File: src/rtl/cmd_ram_sequencer_if.sv
// Command RAM sequencer bundle: send_control request, RAM read port and Avalon-ST source.
// Latency: n/a (wiring only).
// Backpressure: st_ready from the sink; master = sequencer side, slave = environment side.
interface cmd_ram_sequencer_if;
    logic [5:0]  start_ram_addr;
    logic        send_cmd;
    logic        ram_rd_en;
    logic [5:0]  ram_rd_addr;
    logic [31:0] ram_rd_data;
    logic [31:0] st_data;
    logic        st_valid;
    logic        st_ready;
    logic        st_sop;
    logic        st_eop;
    logic        busy;
    logic        done;
    logic        truncated;
    logic        cmd_dropped;

    modport master (
        input  start_ram_addr, send_cmd, ram_rd_data, st_ready,
        output ram_rd_en, ram_rd_addr, st_data, st_valid, st_sop, st_eop,
        output busy, done, truncated, cmd_dropped
    );

    modport slave (
        output start_ram_addr, send_cmd, ram_rd_data, st_ready,
        input  ram_rd_en, ram_rd_addr, st_data, st_valid, st_sop, st_eop,
        input  busy, done, truncated, cmd_dropped
    );
endinterface

File: src/rtl/cmd_ram_sequencer.sv
// Streams one command (up to MAX_WORDS RAM words, ends on LAST_BIT or the count) onto Avalon-ST.
// Latency: send_cmd at T -> first RAM read at T+1 -> first st_valid at T+3; then 1 word/cycle.
// Backpressure: st_ready stalls the 2-entry output FIFO; reads are issued only when a slot is guaranteed.
// Ports: clk/rst_n plain; bus carries send_control, RAM read port, stream source and status pulses.
module cmd_ram_sequencer #(
    parameter int MAX_WORDS = 16,
    parameter int LAST_BIT  = 31
) (
    input  logic                clk,
    input  logic                rst_n,
    cmd_ram_sequencer_if.master bus
);
    localparam logic [1:0] IDLE  = 2'd0;
    localparam logic [1:0] FETCH = 2'd1;
    localparam logic [1:0] DRAIN = 2'd2;
    localparam logic [1:0] DONE  = 2'd3;

    localparam logic [6:0] MAX_CNT = 7'(MAX_WORDS);

    logic [1:0]  state;
    logic [5:0]  rd_ptr;
    logic        rd_pend;      // a read was issued last cycle; its data is on ram_rd_data now
    logic [6:0]  word_cnt;
    logic        sop_pend;
    logic        trunc_q;
    logic        dropped_q;

    logic [31:0] fifo_dat [2];
    logic [1:0]  fifo_sop;
    logic [1:0]  fifo_eop;
    logic        fifo_wr_idx;
    logic        fifo_rd_idx;
    logic [1:0]  fifo_cnt;

    logic        accept;
    logic        pop;
    logic        push;
    logic        issue;
    logic        hit_last;
    logic        hit_max;
    logic        push_eop;
    logic        st_valid;
    logic        st_eop;
    logic        busy;
    logic [2:0]  occupancy;
    logic [2:0]  limit;
    logic [6:0]  word_cnt_nxt;

    always_comb begin
        // The DONE cycle counts as idle for acceptance: busy is already low there.
        accept       = bus.send_cmd && (state == IDLE || state == DONE);
        busy         = (state == FETCH) || (state == DRAIN);
        st_valid     = (fifo_cnt != 2'd0);
        st_eop       = st_valid && fifo_eop[fifo_rd_idx];
        pop          = st_valid && bus.st_ready;
        push         = (state == FETCH) && rd_pend;
        word_cnt_nxt = word_cnt + 7'd1;
        hit_last     = bus.ram_rd_data[LAST_BIT];
        hit_max      = (word_cnt_nxt == MAX_CNT);
        push_eop     = hit_last || hit_max;
        // FIFO words plus the read in flight must fit in two slots; a pop this
        // cycle frees one, which is what sustains one word per cycle.
        occupancy    = {1'b0, fifo_cnt} + {2'b00, rd_pend};
        limit        = pop ? 3'd3 : 3'd2;
        issue        = (state == FETCH) && (occupancy < limit);
    end

    assign bus.ram_rd_en   = issue;
    assign bus.ram_rd_addr = rd_ptr;
    assign bus.st_valid    = st_valid;
    assign bus.st_data     = fifo_dat[fifo_rd_idx];
    assign bus.st_sop      = st_valid && fifo_sop[fifo_rd_idx];
    assign bus.st_eop      = st_eop;
    assign bus.busy        = busy;
    assign bus.done        = (state == DONE);
    assign bus.truncated   = (state == DONE) && trunc_q;
    assign bus.cmd_dropped = dropped_q;

    always_ff @(posedge clk or negedge rst_n) begin
        if (!rst_n) begin
            state     <= IDLE;
            rd_ptr    <= '0;
            rd_pend   <= 1'b0;
            word_cnt  <= '0;
            sop_pend  <= 1'b0;
            trunc_q   <= 1'b0;
            dropped_q <= 1'b0;
        end else begin
            rd_pend   <= issue;
            dropped_q <= bus.send_cmd && busy;
            if (issue) begin
                rd_ptr <= rd_ptr + 6'd1;   // natural 6-bit wrap 63 -> 0
            end
            case (state)
                IDLE, DONE: begin
                    if (accept) begin
                        state    <= FETCH;
                        rd_ptr   <= bus.start_ram_addr;
                        word_cnt <= '0;
                        sop_pend <= 1'b1;
                        trunc_q  <= 1'b0;
                    end else begin
                        state <= IDLE;
                    end
                end
                FETCH: begin
                    if (push) begin
                        word_cnt <= word_cnt_nxt;
                        sop_pend <= 1'b0;
                        if (push_eop) begin
                            // Leaving FETCH stops issue; a read still in flight
                            // returns during DRAIN and is simply not pushed.
                            state   <= DRAIN;
                            trunc_q <= hit_max && !hit_last;
                        end
                    end
                end
                DRAIN: begin
                    if (pop && st_eop) begin
                        state <= DONE;
                    end
                end
                default: state <= IDLE;
            endcase
        end
    end

    always_ff @(posedge clk or negedge rst_n) begin
        if (!rst_n) begin
            fifo_dat[0] <= '0;
            fifo_dat[1] <= '0;
            fifo_sop    <= '0;
            fifo_eop    <= '0;
            fifo_wr_idx <= 1'b0;
            fifo_rd_idx <= 1'b0;
            fifo_cnt    <= '0;
        end else begin
            if (push) begin
                fifo_dat[fifo_wr_idx] <= bus.ram_rd_data;
                fifo_sop[fifo_wr_idx] <= sop_pend;
                fifo_eop[fifo_wr_idx] <= push_eop;
                fifo_wr_idx           <= ~fifo_wr_idx;
            end
            if (pop) begin
                fifo_rd_idx <= ~fifo_rd_idx;
            end
            fifo_cnt <= fifo_cnt + {1'b0, push} - {1'b0, pop};
        end
    end
endmodule
File: src/flat_wrapper.sv
// flat-port wrapper written by rule: the top's interface ports become plain ports
module cmd_ram_sequencer_flat 
#(
    parameter int MAX_WORDS = 16,
    parameter int LAST_BIT  = 31
)
  (clk, rst_n, bus_start_ram_addr, bus_send_cmd, bus_ram_rd_data, bus_st_ready, bus_ram_rd_en, bus_ram_rd_addr, bus_st_data, bus_st_valid, bus_st_sop, bus_st_eop, bus_busy, bus_done, bus_truncated, bus_cmd_dropped);
  cmd_ram_sequencer_if bus_i ();
  input  logic clk;
  input  logic rst_n;
  input wire logic [$bits(bus_i.start_ram_addr)-1:0] bus_start_ram_addr;
  input wire logic [$bits(bus_i.send_cmd)-1:0] bus_send_cmd;
  input wire logic [$bits(bus_i.ram_rd_data)-1:0] bus_ram_rd_data;
  input wire logic [$bits(bus_i.st_ready)-1:0] bus_st_ready;
  output wire logic [$bits(bus_i.ram_rd_en)-1:0] bus_ram_rd_en;
  output wire logic [$bits(bus_i.ram_rd_addr)-1:0] bus_ram_rd_addr;
  output wire logic [$bits(bus_i.st_data)-1:0] bus_st_data;
  output wire logic [$bits(bus_i.st_valid)-1:0] bus_st_valid;
  output wire logic [$bits(bus_i.st_sop)-1:0] bus_st_sop;
  output wire logic [$bits(bus_i.st_eop)-1:0] bus_st_eop;
  output wire logic [$bits(bus_i.busy)-1:0] bus_busy;
  output wire logic [$bits(bus_i.done)-1:0] bus_done;
  output wire logic [$bits(bus_i.truncated)-1:0] bus_truncated;
  output wire logic [$bits(bus_i.cmd_dropped)-1:0] bus_cmd_dropped;
  assign bus_i.start_ram_addr = bus_start_ram_addr;
  assign bus_i.send_cmd = bus_send_cmd;
  assign bus_i.ram_rd_data = bus_ram_rd_data;
  assign bus_i.st_ready = bus_st_ready;
  assign bus_ram_rd_en = bus_i.ram_rd_en;
  assign bus_ram_rd_addr = bus_i.ram_rd_addr;
  assign bus_st_data = bus_i.st_data;
  assign bus_st_valid = bus_i.st_valid;
  assign bus_st_sop = bus_i.st_sop;
  assign bus_st_eop = bus_i.st_eop;
  assign bus_busy = bus_i.busy;
  assign bus_done = bus_i.done;
  assign bus_truncated = bus_i.truncated;
  assign bus_cmd_dropped = bus_i.cmd_dropped;
  cmd_ram_sequencer #(.MAX_WORDS(MAX_WORDS), .LAST_BIT(LAST_BIT)) u_core (.clk(clk), .rst_n(rst_n), .bus(bus_i));
endmodule
File: config.mk
export PLATFORM = sky130hd
export DESIGN_NAME = cmd_ram_sequencer_flat
export DESIGN_NICKNAME = d
export VERILOG_FILES = /design/src/rtl/cmd_ram_sequencer_if.sv /design/src/rtl/cmd_ram_sequencer.sv /design/src/flat_wrapper.sv
export SDC_FILE = /design/constraint.sdc
export NUM_CORES = 1
export LEC_CHECK = 0
export ABC_CLOCK_PERIOD_IN_PS = 3600
export BUFFER_PORTS_ARGS = -buffer_cell sky130_fd_sc_hd__buf_2
export CAP_MARGIN = 20
export CORE_MARGIN = 1
export CORE_UTILIZATION = 55
export CTS_BUF_LIST = sky130_fd_sc_hd__clkbuf_16
export DETAILED_ROUTE_END_ITERATION = 7
export PLACE_DENSITY = 0.8
export SYNTH_ARGS = -nofsm -noshare
export SYNTH_HDL_FRONTEND = slang
export SYNTH_SLANG_ARGS = --single-unit
File: constraint.sdc
create_clock -name clk -period 3.6 [get_ports clk]
set_input_delay 0 -clock clk [delete_from_list [all_inputs] [get_ports clk]]
set_output_delay 0 -clock clk [all_outputs]
set_load 0.005 [all_outputs]
==> results.tsv <==
stage	metric	value	unit
placed_design	hpwl dp	5080	µm
finish	Layout area overhead	30.6	%
worst_hold_path	worst min path class	in2async	
power_and_ir_drop	PwrDens	840	nW/µm²
global_route	total gr overflow	0	
power_and_ir_drop	leak pwr	2.51	nW
sta	Tmin final	2.22	ns
synth	Cell Area, Synth	4190	µm²
route	drt via density	5.25	
finish	share of cells above drive strength 1	0.457	
route	antenna viol nets, final	0	
sta	Setup-failing EPs final	0	
floorplanning	FP Rows	31	
setup_path	reg2reg path depth	5	
synth	synth top area cells	dfrtp_1 (54%), mux2_2 (26%), ha_1 (3.0%)	
global_route	first-pass GRT wire length	12900	µm
sta	Total Neg Setup Slack	0	ns
finish	final non-filler cell total	550	
cts	cts bufs inserted	9	
synth	sequential area share after synthesis	0.544	
synth	area fraction of the dominant cell type after synthesis	0.544	
floorplanning	IO Pins	88	
route	Remaining DRCs	0	
setup_path	worst r2r dst	u_core.fifo_dat[46]$_DFFE_PN0P_	
synth	area leader, netlist	dfrtp_1	
floorplanning	Die ar.	7960	µm²
cts	CTS sink cnt	91	
floorplanning	DIE HEIGHT	89.2	µm
synth	Post-Syn Area per Cell	13.1	µm²
setup_path	Critical Path End Type	flop	
global_route	largest net degree at the start of global routing	92	
cts	CTS tree	built	
sta	final hold vios	0	
power_and_ir_drop	maximum vdd ir drop	436	µV
sta	worst slew pin tran	0.887	ns
cts	root buffer selected by CTS	clkbuf_16	
floorplanning	Die X-Extent	89.2	µm
power_and_ir_drop	clock network power share	0.225	
setup_path	CP max stage delay	0.54	ns
synth	Post-synth EDFFs	0	
placed_design	DP Area	4710	µm²
setup_path	RR Startpoint	u_core.state[1]$_DFFE_PN0P_	
power_and_ir_drop	sw frac	0.303	
route	drt pass-1 iters	4	
global_route	vias in the first global route	2900	
route	detailed router's first-iteration violation count	127	
synth	Async SR Flop Fraction	1.00	
setup_path	Worst EP required	3.81	ns
floorplanning	CORE AREA	7290	µm²
finish	most common cell after layout, fill and taps aside	mux2_2	
run_status	status	finished, final reports clean	
placed_design	port bufs	87	
cts	Clock Pin Slew Worst Setup and Hold Paths	0.06	ns
setup_path	worst-path fanout max	35	
synth	Synth Instances	319	
sta	final hold slack	0.0628	ns
sta	fmax	450	MHz
finish	n_diodes	0	
route	mean routed wirelength per cell	14.8	µm
synth	Seq cells post-synth	91	
setup_path	slowest stage cell, crit path	nand2b_2	
run	Max Cap Viol	0	
finish	commonest cells after routing, fill and taps aside	mux2_2 (98), dfrtp_1 (91), buf_2 (86), dlygate4sd3_1 (40)	
placed_design	Placed Cells	494	
placed_design	routability cong.	0.802	
cts	deepest clock path buffer count	2	
sta	final clock skew	0.00388	ns
global_route	initial antenna violation count	0	
synth	Synth Flop Type	dfrtp_1	
finish	Finished Core Util	0.750	
synth	Yosys warning total	0	
floorplanning	Initial Utilization	0.574	
cts	Worst-Skew Late Latency	0.33	ns
setup_path	Worst Path Arrival	2.43	ns
power_and_ir_drop	PnR Total Power	4.60	mW
setup_path	CP cell instances	inv_1, ha_1, and2_1, nand2b_2, mux2_2	
setup_path	crit path kind	reg2reg	
cts	post-CTS setup repair buffer count	0	
sta	RSZ-0062 raised after global routing	false	
sta	Max-slew headroom	0.409	
power_and_ir_drop	Cell Int Power	3.20	mW
finish	post-route cell area	5470	µm²
synth	Netlist cell types	34	
power_and_ir_drop	sequential share of power	0.385	
power_and_ir_drop	sw power	1.39	mW
sta	Slew Limit Fails	0	
route	total via count after detailed routing	2886	
finish	NumNets Final	499	
global_route	GRT Overall Usage	0.216	
cts	H-tree depth	3	
synth	syn_nets	371	
route	DRT Wirelength	8160	µm
setup_path	register-to-register setup slack	1.38	ns
finish	# fillers	501	
setup_path	CP Launch Type	flop	
sta	final cycle utilization of the critical path	0.617	
placed_design	dpl ws	1.38	ns
sta	Worst Setup Slack, final	1.38	ns
power_and_ir_drop	Gate power share	0.390	
[Yosys cell counts (2+ instances only)]
cell type  count
nand3_1        4
xor2_1         6
ha_1          10
nor2b_1        4
xnor2_1        4
inv_1         11
mux2_2        98
buf_2          6
nor2_1        14
clkbuf_1       5
and3_1         2
o31ai_1        3
o21ai_0       15
nand2b_1       2
buf_1          2
mux2i_1        4
and2_1         2
dfrtp_1       91
a21oi_1        7
nand2_1       15
[routing by layer]
metal,global-route usage,wire [µm],share of wire,vias up
met5,0,0,0,-
met4,0.0837,112,0.014,0
met3,0.0563,374,0.046,13
met2,0.363,4010,0.49,73
met1,0.268,3660,0.45,1416
li1,-,-,-,1384
[cell type report]
| class | count | area (µm²) | area share |
|---|---|---|---|
| Clock inverter | 6 | 106 | 0.0195 |
| Inverter | 11 | 41.3 | 0.00755 |
| Clock buffer | 9 | 225 | 0.0412 |
| Sequential cell | 91 | 2280 | 0.416 |
| Tap cell | 99 | 124 | 0.0227 |
| Timing Repair Buffer | 130 | 881 | 0.161 |
| Multi-Input combinational cell | 204 | 1810 | 0.332 |
[critical path: cells and delay by family (launching register included)]
kind,cells,cell delay [ns]
adder cells (fa/ha/maj),1,0.22
buffers and inverters,1,0.09
flip-flops,1,0.41
multiplexers,1,0.49
AND/OR/NAND/NOR,2,0.86
[worst max path at each step]
stage	start	endpoint	slack, ns	cells after the start
after global routing	u_core.state[1]$_DFFE_PN0P_	u_core.fifo_dat[46]$_DFFE_PN0P_	1.23	5
after floorplan	u_core.state[1]$_DFFE_PN0P_	u_core.fifo_dat[37]$_DFFE_PN0P_	1.63	8
after CTS	u_core.state[1]$_DFFE_PN0P_	u_core.fifo_dat[46]$_DFFE_PN0P_	1.37	5
after detailed placement	u_core.state[1]$_DFFE_PN0P_	u_core.fifo_dat[55]$_DFFE_PN0P_	1.38	5
after global placement	u_core.state[1]$_DFFE_PN0P_	u_core.fifo_dat[42]$_DFFE_PN0P_	1.46	5
final	u_core.state[1]$_DFFE_PN0P_	u_core.fifo_dat[46]$_DFFE_PN0P_	1.38	5
[cell families after synthesis]
group,Yosys count,synth area share
and+or+nand+nor,48,0.0553
adders and majority gates,10,0.0299
muxes,103,0.277
DFF,91,0.544
buffers and inverters,24,0.0233
xor gates and xnor gates,10,0.0209
AOI/OAI and AO/OA,33,0.0496
[power by group through the flow]
stage	combinational [mW]	sequential (mW)	clock, mW
2_1_floorplan	1.20	1.70	0
3_3_place_gp	1.70	1.74	0
3_5_place_dp	1.75	1.78	0
4_1_cts	1.80	1.77	1.05
5_1_grt	2.00	1.83	1.09
6_report	1.79	1.77	1.03
[state kept, by name, summed over array words and instances, names as in the netlist]
signal / count
u_core.fifo_wr_idx: 1
u_core.state: 2
u_core.fifo_cnt: 2
u_core.fifo_rd_idx: 1
u_core.bus.cmd_dropped: 1
u_core.word_cnt: 7
u_core.bus.ram_rd_addr: 6
u_core.trunc_q: 1
u_core.fifo_eop: 2
u_core.rd_pend: 1
u_core.fifo_dat: 64
u_core.sop_pend: 1
u_core.fifo_sop: 2
[what timing repair did]
action	in CTS	in global routing
hold buffers	40	0
resized for setup	0	0
hold endpoints to repair	162	0
Note: power is estimated with default switching activity, not from simulation.
